### config.mk
export PLATFORM = sky130hd
export DESIGN_NAME = freq_sweep_sequencer
export DESIGN_NICKNAME = d
export VERILOG_FILES = /design/src/rtl/freq_pkg.sv /design/src/rtl/freq_next_channel.sv /design/src/rtl/freq_sweep_sequencer.sv
export SDC_FILE = /design/constraint.sdc
export NUM_CORES = 1
export LEC_CHECK = 0
export ABC_CLOCK_PERIOD_IN_PS = 6810
export CAP_MARGIN = 20
export CORE_AREA = 2 2 303 305
export DETAILED_ROUTE_END_ITERATION = 10
export DIE_AREA = 0 0 305 307
export HOLD_SLACK_MARGIN = 0.06
export PLACE_DENSITY = 0.37
export SETUP_SLACK_MARGIN = 0.2
export SKIP_CTS_REPAIR_TIMING = 1
export SLEW_MARGIN = 20
export SYNTH_ARGS = -nofsm -noshare
export SYNTH_HDL_FRONTEND = slang
export SYNTH_HIERARCHICAL = 1
export SYNTH_SLANG_ARGS = --single-unit
### constraint.sdc
create_clock -name Clock -period 6.81 [get_ports Clock]
set_clock_uncertainty 0.05 [all_clocks]
set_input_delay 1.362 -clock Clock [delete_from_list [all_inputs] [get_ports Clock]]
set_output_delay 1.362 -clock Clock [all_outputs]
set_load 0.005 [all_outputs]
### src/rtl/freq_pkg.sv
// Shared constants and types for the frequency sweep sequencer.
package freq_pkg;

  localparam int unsigned CH_W   = 5;
  localparam int unsigned AVG_W  = 10;
  localparam int unsigned ADDR_W = 6;
  localparam int unsigned DATA_W = 16;
  localparam int unsigned SMP_W  = 10;
  localparam int unsigned MASK_W = 32;

  // Frequency counter register map
  localparam logic [ADDR_W-1:0] ADDR_SEL     = 6'h21;
  localparam logic [ADDR_W-1:0] ADDR_SAMPLES = 6'h22;
  localparam logic [ADDR_W-1:0] ADDR_START   = 6'h2F;
  localparam logic [ADDR_W-1:0] ADDR_AVG     = 6'h11;

  typedef enum logic [3:0] {
    S_IDLE,
    S_PICK,
    S_SET_SEL,
    S_SET_SMP,
    S_GO,
    S_WAIT,
    S_RB_REQ,
    S_RB_CAP,
    S_SETTLE,
    S_DONE
  } seq_state_e;

endpackage

### src/rtl/freq_next_channel.sv
// Lowest-set-bit priority encoder used to pick the next channel to measure.
module freq_next_channel
  import freq_pkg::*;
(
  input  logic [MASK_W-1:0] mask,
  output logic [CH_W-1:0]   idx,
  output logic              any
);

  // Scan from the top so the lowest set bit is the last one to win
  always_comb begin
    idx = '0;
    for (int i = MASK_W - 1; i >= 0; i--) begin
      if (mask[i]) idx = CH_W'(i);
    end
  end

  assign any = |mask;

endmodule

### src/rtl/freq_sweep_sequencer.sv
// Sweeps the enabled counter inputs one by one, storing each average in a
// per-channel result bank and raising one interrupt at the end of the sweep.
module freq_sweep_sequencer
  import freq_pkg::*;
#(
  parameter int unsigned N_CH           = 32,
  parameter int unsigned TIMEOUT_CYCLES = 1_000_000,
  parameter int unsigned SETTLE_CYCLES  = 4
) (
  input  logic                Clock,
  input  logic                nReset,
  input  logic                host_start,
  input  logic                host_abort,
  input  logic [MASK_W-1:0]   host_mask,
  input  logic [SMP_W-1:0]    host_samples,
  output logic                busy,
  output logic                sweep_irq,
  input  logic                host_ack,
  input  logic [CH_W-1:0]     res_sel,
  output logic [AVG_W-1:0]    res_data,
  output logic [MASK_W-1:0]   res_valid,
  output logic [MASK_W-1:0]   res_timeout,
  output logic [ADDR_W-1:0]   cnt_addr,
  output logic [DATA_W-1:0]   cnt_wdata,
  output logic                cnt_cfg_wr,
  output logic                cnt_rd_req,
  input  logic [DATA_W-1:0]   cnt_rdata,
  input  logic                cnt_irq
);

  localparam int unsigned TMO_W = (TIMEOUT_CYCLES > 2) ? $clog2(TIMEOUT_CYCLES) : 1;
  localparam int unsigned STL_W = (SETTLE_CYCLES > 1) ? $clog2(SETTLE_CYCLES + 1) : 1;
  localparam logic [TMO_W-1:0] TMO_LAST = TMO_W'((TIMEOUT_CYCLES > 0) ? TIMEOUT_CYCLES - 1 : 0);
  localparam logic [STL_W-1:0] STL_LAST = STL_W'((SETTLE_CYCLES > 0) ? SETTLE_CYCLES - 1 : 0);

  seq_state_e        state_q, state_d;
  logic [MASK_W-1:0] mask_q, mask_d;
  logic [SMP_W-1:0]  samples_q, samples_d;
  logic [CH_W-1:0]   cur_ch_q, cur_ch_d;
  logic [TMO_W-1:0]  tmo_q, tmo_d;
  logic [STL_W-1:0]  stl_q, stl_d;
  logic              tmo_flag_q, tmo_flag_d;
  logic              abort_q, abort_d;
  logic              busy_d, irq_d;
  logic [MASK_W-1:0] valid_d, timeout_d;
  logic [ADDR_W-1:0] addr_d;
  logic [DATA_W-1:0] wdata_d;
  logic              cfg_wr_d, rd_req_d;
  logic              bank_we;
  logic [AVG_W-1:0]  bank_q [N_CH];

  logic [CH_W-1:0]   nxt_idx;
  logic              nxt_any;
  logic              unused_rdata;

  assign unused_rdata = ^cnt_rdata[DATA_W-1:AVG_W];

  freq_next_channel u_next (
    .mask (mask_q),
    .idx  (nxt_idx),
    .any  (nxt_any)
  );

  assign res_data = bank_q[res_sel];

  // Next-state and next-output logic; counter strobes are decoded from the
  // state being entered so they appear in the same cycle as that state.
  always_comb begin
    state_d    = state_q;
    mask_d     = mask_q;
    samples_d  = samples_q;
    cur_ch_d   = cur_ch_q;
    tmo_d      = tmo_q;
    stl_d      = stl_q;
    tmo_flag_d = tmo_flag_q;
    abort_d    = abort_q;
    busy_d     = busy;
    irq_d      = sweep_irq & ~host_ack;
    valid_d    = res_valid;
    timeout_d  = res_timeout;
    addr_d     = cnt_addr;
    wdata_d    = cnt_wdata;
    cfg_wr_d   = 1'b0;
    rd_req_d   = 1'b0;
    bank_we    = 1'b0;

    if (state_q != S_IDLE && host_abort) abort_d = 1'b1;

    case (state_q)
      S_IDLE: begin
        if (host_start) begin
          mask_d    = host_mask;
          samples_d = host_samples;
          valid_d   = '0;
          timeout_d = '0;
          abort_d   = 1'b0;
          busy_d    = 1'b1;
          state_d   = (|host_mask) ? S_PICK : S_DONE;
        end
      end
      S_PICK: begin
        if (host_abort || !nxt_any) begin
          state_d = S_DONE;
        end else begin
          cur_ch_d        = nxt_idx;
          mask_d[nxt_idx] = 1'b0;
          state_d         = S_SET_SEL;
        end
      end
      S_SET_SEL: state_d = host_abort ? S_DONE : S_SET_SMP;
      S_SET_SMP: state_d = host_abort ? S_DONE : S_GO;
      S_GO: begin
        tmo_d      = '0;
        tmo_flag_d = 1'b0;
        state_d    = host_abort ? S_RB_REQ : S_WAIT;
      end
      S_WAIT: begin
        if (host_abort || cnt_irq) begin
          state_d = S_RB_REQ;
        end else if (tmo_q == TMO_LAST) begin
          tmo_flag_d          = 1'b1;
          timeout_d[cur_ch_q] = 1'b1;
          state_d             = S_RB_REQ;
        end else begin
          tmo_d = tmo_q + TMO_W'(1);
        end
      end
      S_RB_REQ: state_d = (host_abort || abort_q) ? S_DONE : S_RB_CAP;
      S_RB_CAP: begin
        if (host_abort) begin
          state_d = S_DONE;
        end else begin
          bank_we = 1'b1;
          if (!tmo_flag_q) valid_d[cur_ch_q] = 1'b1;
          stl_d   = '0;
          state_d = S_SETTLE;
        end
      end
      S_SETTLE: begin
        if (host_abort) begin
          state_d = S_DONE;
        end else if (stl_q >= STL_LAST && !cnt_irq) begin
          state_d = S_PICK;
        end else if (stl_q < STL_LAST) begin
          stl_d = stl_q + STL_W'(1);
        end
      end
      S_DONE: begin
        busy_d  = 1'b0;
        if (!(abort_q || host_abort)) irq_d = 1'b1;
        state_d = S_IDLE;
      end
      default: state_d = S_IDLE;
    endcase

    case (state_d)
      S_SET_SEL: begin
        cfg_wr_d = 1'b1;
        addr_d   = ADDR_SEL;
        wdata_d  = DATA_W'(cur_ch_d);
      end
      S_SET_SMP: begin
        cfg_wr_d = 1'b1;
        addr_d   = ADDR_SAMPLES;
        wdata_d  = DATA_W'(samples_d);
      end
      S_GO: begin
        cfg_wr_d = 1'b1;
        addr_d   = ADDR_START;
        wdata_d  = '0;
      end
      S_RB_REQ: begin
        rd_req_d = 1'b1;
        addr_d   = ADDR_AVG;
      end
      default: ;
    endcase
  end

  always_ff @(posedge Clock or negedge nReset) begin
    if (!nReset) begin
      state_q     <= S_IDLE;
      mask_q      <= '0;
      samples_q   <= '0;
      cur_ch_q    <= '0;
      tmo_q       <= '0;
      stl_q       <= '0;
      tmo_flag_q  <= 1'b0;
      abort_q     <= 1'b0;
      busy        <= 1'b0;
      sweep_irq   <= 1'b0;
      res_valid   <= '0;
      res_timeout <= '0;
      cnt_addr    <= '0;
      cnt_wdata   <= '0;
      cnt_cfg_wr  <= 1'b0;
      cnt_rd_req  <= 1'b0;
      for (int i = 0; i < N_CH; i++) bank_q[i] <= '0;
    end else begin
      state_q     <= state_d;
      mask_q      <= mask_d;
      samples_q   <= samples_d;
      cur_ch_q    <= cur_ch_d;
      tmo_q       <= tmo_d;
      stl_q       <= stl_d;
      tmo_flag_q  <= tmo_flag_d;
      abort_q     <= abort_d;
      busy        <= busy_d;
      sweep_irq   <= irq_d;
      res_valid   <= valid_d;
      res_timeout <= timeout_d;
      cnt_addr    <= addr_d;
      cnt_wdata   <= wdata_d;
      cnt_cfg_wr  <= cfg_wr_d;
      cnt_rd_req  <= rd_req_d;
      if (bank_we) bank_q[cur_ch_q] <= cnt_rdata[AVG_W-1:0];
    end
  end

endmodule

After elaboration in Yosys (flattened, before gate mapping):

Index checks and enable logic that the tools add are counted.
W data, S select, Z words.

* bits in registers: 486
* bits of input ports: 69
* output and inout port bits: 100
* word-level logic and storage cells: 214

* add/sub/neg operators: 2
* order comparisons: 9
* eq/ne operators: 24
* mux-type cells: 93
* bitwise gates (word level): 8
* reduce and logical (&&, ||, !) cells: 30

Operators by type and width (count)
* $bwmux W320: 1
* $mux W32: 7
* $pmux W32 S2: 3
* $mux W5: 34
* $or A32 B32 Y32: 2
* $reduce_or A32 Y1: 2
* $bmux W10 S5: 1
* $demux W10 S5: 1
* $mux W10: 5
* $pmux W16 S3: 1
* $mux W20: 2
* $mux W4: 10
* $pmux W20 S2: 1
* $pmux W4 S9: 1
* $and A32 B32 Y32: 1
* $not A32 Y32: 1
* $eq A4 B3 Y1 const B: 6
* $pmux W6 S4: 1
* $add A20 B1 Y20 const B: 1
* $eq A20 B20 Y1 const B: 1
* $ne A2 B2 Y1 const B: 10
* $eq A4 B2 Y1 const B: 4
* $mux W1: 15
* $ge A6 B6 Y1 const B: 2
* other kinds (28): 53

Depth between registers and ports, before layout:

* word-level depth: 40
* depth in mapped cells: 11
* depth with buffers taken out: 10

By module:

Netlist, hierarchy kept.

Modules (own cells, without submodules)
* freq_sweep_sequencer: times used 1, cells each 1662, area an instance 22027.4 µm², seq. area each 11986.5 µm²
* freq_next_channel: times used 1, cells each 65, area an instance 385.4 µm², seq. area each 0.0 µm²

Least setup slack after synthesis:

No wires, ideal clock.

* kind: input to output
* from: input port res_sel[1]
* to: output port res_data[0]
* arrival: 2.823 ns
* required time: 5.398 ns
* path slack: 2.575 ns
* cell stages on the path: 7
* buffers on the path: 2
* cell sequence: buf_4 buf_4 mux4_2 mux2_2 a21oi_1 o21ai_0 o21a_1

* word-level cells in the longest chain between the ends: 4

Ends and longest elaborated chain
* from (decl): line freq_sweep_sequencer.sv:19 `input logic [CH_W-1:0] res_sel,`
* $not A5 Y6 (implied by the code): line freq_sweep_sequencer.sv:64 `assign res_data = bank_q[res_sel];`
* $bmux W10 S5: line freq_sweep_sequencer.sv:64
* $mux W10 (implied by the code) (2 in a row): line freq_sweep_sequencer.sv:64
* to (decl): line freq_sweep_sequencer.sv:20 `output logic [AVG_W-1:0] res_data,`

Every way passes these cells. The select of a mux whose other input is x is not followed.

Worst setup path in the final report:

* from: input port res_sel[1]
* to: output port res_data[7]

The elaborated chain is that of the path after synthesis.

==> impl_metrics.csv <==
group,metric,value,unit
sta,slew_violations,0,
worst_setup_path,arrival,3.93,ns
sta,hold_violations,0,
grt,grt_pass1_vias,15390,
detailed_routing,drt_iter0_markers,722,
die,rows,111,
grt,grt_antenna_before_repair,0,
placement,dp_cells,2983,
min_path,min_from,"samples_q[5]$_DFF_PN0_",
finish,n_fill_cell,9242,
placement,dp.final_hpwl,44.27,mm
die,initial_core_util,24.71,%
power,p_int,5.728,mW
worst_setup_path,critPathMostFrequentCell,"buf_4",
min_path,min_path_cells,2,
worst_setup_path,critical-path-max-stage-delay,0.47,ns
placement,place_ws,1.186,ns
power,p_comb_share,21.5,%
synth,netlist.top_cell.by_area,"dfrtp_1",
power,power_density,308.1,nW/um^2
sta,holdWs,0.4303,ns
power,seq_power_share,40.3,%
detailed_routing,drc_errors,0,
synth,syn_inst,1727,
die,dieArea,93640,um^2
synth,syn_area_per_cell,12.98,um^2
die,coreArea,90690,um^2
sta,period_needed,5.337,ns
grt,grt_pass1_wl,104.7,mm
run,max_cap_viol_count,0,
worst_setup_path,cp-start-kind,"primary input",
finish,final_cells,3092,
worst_setup_path,ff2ff_setup_slack,3.43,ns
placement,portBuffers,156,
worst_setup_path,cp_data_required_time,5.40,ns
grt,grt_max_degree,186,
worst_setup_path,worstReg2RegStart,"mask_q[28]$_DFFE_PN0P_",
outcome,status,"finished, final reports clean",
placement,dpl_cell_area,25240,um^2
die,die_w,305,um
power,switching_share,31.77,%
cts,clk_pin_slew_worst_paths,0.06,ns
synth,synth_edf_count,0,
finish,fin_area,27250,um^2
worst_setup_path,r2r_end,"mask_q[29]$_DFFE_PN0P_",
sta,setup_violations,0,
min_path,hold_path_class,"reg -> reg",
detailed_routing,via_count,14590,
finish,drive_gt1_share,32.76,%
cts,clock_sinks,479,
synth,seq_area_frac_synth,53.48,%
worst_setup_path,crit_chain,"buf_4, buf_4, mux4_2, mux2i_1, nor2_1, o21a_1, clkdlybuf4s50_1",
worst_setup_path,worst-path-max-fanout,25,
sta,worstMarginPinSlew,1.079,ns
cts,cts-root-buf,"clkbuf_16",
worst_setup_path,crit_slowest_cell,"buf_4",
finish,final_util,30.04,%
power,power,8.395,mW
cts,tritoncts,"built",
synth,syn_area,22410,um^2
min_path,hold_end,"samples_q[5]$_DFF_PN0_",
die,die_h,307,um
detailed_routing,firstDrtPassIters,7,
sta,tns,0,ns
die,io_pins,169,
grt,grt_overflow,0,
worst_setup_path,reg2regPathDepth,9,
synth,ys_seq_elements,479,
sta,fin_crit_sh,78.37,%
synth,yosysWarningCount,6,
power,switchingPower,2.667,mW
power,clockPowerShare,38.2,%
grt,grt_use_total,14.82,%
synth,synthArstFlopShare,100.0,%
synth,synthDistinctLibCells,75,
worst_setup_path,worstSetupPathType,"in -> out",
finish,nets,1930,
sta,fmax,187.4,MHz
synth,synthFlopType,"dfrtp_1",
power,irDropWorstVdd,0.2191,mV
sta,max_slew_margin,27.78,%
cts,htreeDepth,2,
cts,cts_made_buffers,58,
detailed_routing,routed_via_density,4.719,
sta,rsz0062_at_grt,"no",
detailed_routing,totalWireLength,69.26,mm
worst_setup_path,end_kind,"output pin",
synth,yosys.area.top_type_share,53.48,%
power,power_leakage,12.18,nW
cts,cts_max_path_buffers,3,
detailed_routing,postRouteAntennaNets,0,
placement,gp_congestion,0.7600,
sta,fin_ws,1.473,ns
synth,yosys-top-cells-area,"dfrtp_1 53%, mux2_2 17%, mux4_2 8.0%",
detailed_routing,wl_per_cell,22.40,um
finish,syn2layout_area_growth,21.57,%
cts,insertion_delay,0.65,ns
layout make-up:
class                      count  area (um^2)  share of cell area, %
sequential                   479        11990                  43.99
clock inverter                19        232.7                 0.8541
multi-input combinational   1113         9859                  36.18
timing repair buffer         191         1882                  6.906
antenna                        1        2.502               0.009184
clock buffer                  88         1744                  6.401
tap                         1186         1484                  5.446
inverter                      15        56.30                 0.2066
per-layer routing:
metal / global-route usage (%) / wire [um]
met2: 24.99 / 33820
met1: 19.87 / 31540
met5: 0 / 0
met4: 3.914 / 1803
met3: 2.205 / 2093
kinds of logic (layout without fill, tap and decap cells):
family | count (synthesis) | in the layout | share of synthesized area [%]
AOI/OAI and AO/OA | 239 | 239 | 6.928
xor gates and xnor gates | 12 | 12 | 0.4689
adders and majority gates | 3 | 3 | 0.1675
buffers and inverters | 140 | 313 | 2.836
DFF | 479 | 479 | 53.48
muxes | 440 | 440 | 26.01
other | 1 | 7 | 0.01673
and+or+nand+nor | 413 | 413 | 10.09
sequential cells by signal (all words and copies together), names as in the netlist, 3 cells and up:
signal and cells:
cnt_addr 5, res_valid 32, cnt_wdata 10, tmo_q 20, samples_q 10, res_timeout 32
stl_q 3, state_q 4, mask_q 32, bank_q 320, cur_ch_q 5
power by group through the flow:
stage	Sequential [mW]	Clock (mW)	Combinational, mW
after global routing	3.43	3.44	1.98
final	3.38	3.21	1.81
after detailed placement	3.43	0	1.83
after global placement	3.42	0	1.82
after floorplan	3.32	0	1.17
after CTS	3.38	3.31	1.83
Yosys cell counts, types with 6 or more instances:
master / count
nor4_1: 21
clkbuf_1: 66
nand3b_1: 6
mux2i_1: 20
o2bb2ai_1: 6
xnor2_1: 6
nor2_1: 81
nor3b_1: 6
a22o_1: 37
nand4_1: 8
nand2b_1: 6
nand3_1: 23
nor3_1: 9
inv_1: 14
buf_2: 40
a21oi_1: 27
nand3_4: 9
o21ai_0: 83
a31oi_1: 33
mux2_2: 340
and2_1: 9
and3_1: 8
dfrtp_1: 479
o21a_1: 17
nor2_4: 18
xor2_1: 6
nand2_1: 160
mux4_2: 80
or3_1: 8
nor2b_1: 7
buf_4: 13
o21ai_1: 6
cell usage in the layout (no fill, tap or decap), drive strengths merged, types with 4 or more instances in the layout:
master	Yosys	final
a21oi	27	27
a22o	37	37
a31oi	33	33
and2	10	10
and3	8	8
buf	59	42
bufinv	0	4
clkbuf	66	88
clkdlybuf4s50	0	149
clkinv	0	11
conb	1	6
dfrtp	479	479
inv	15	17
mux2	340	340
mux2i	20	20
mux4	80	80
nand2	160	160
nand2b	6	6
nand3	35	35
nand3b	6	6
nand4	10	10
nor2	102	102
nor2b	7	7
nor3	12	12
nor3b	7	7
nor4	21	21
nor4b	5	5
o211ai	5	5
o21a	17	17
o21ai	90	90
o2bb2ai	6	6
o31ai	5	5
or3	8	8
or4	6	6
xnor2	6	6
xor2	6	6
worst max-delay path, delay by kind of cell:
| kind | cells | cell delay [ns] |
|---|---|---|
| AND/OR/NAND/NOR | 1 | 0.11 |
| multiplexers | 2 | 0.81 |
| buffers and inverters | 3 | 1.36 |
| AO/OA/AOI/OAI | 1 | 0.25 |
how the worst max path moves through the flow:
stage,from,to,depth (start not counted)
6_report,res_sel[1],res_data[7],7
2_1_floorplan,res_sel[1],res_data[0],7
5_1_grt,res_sel[1],res_data[2],7
3_3_place_gp,res_sel[2],res_data[1],6
3_5_place_dp,res_sel[2],res_data[1],6
4_1_cts,res_sel[2],res_data[1],6
Power figures use the tool's default switching activity.
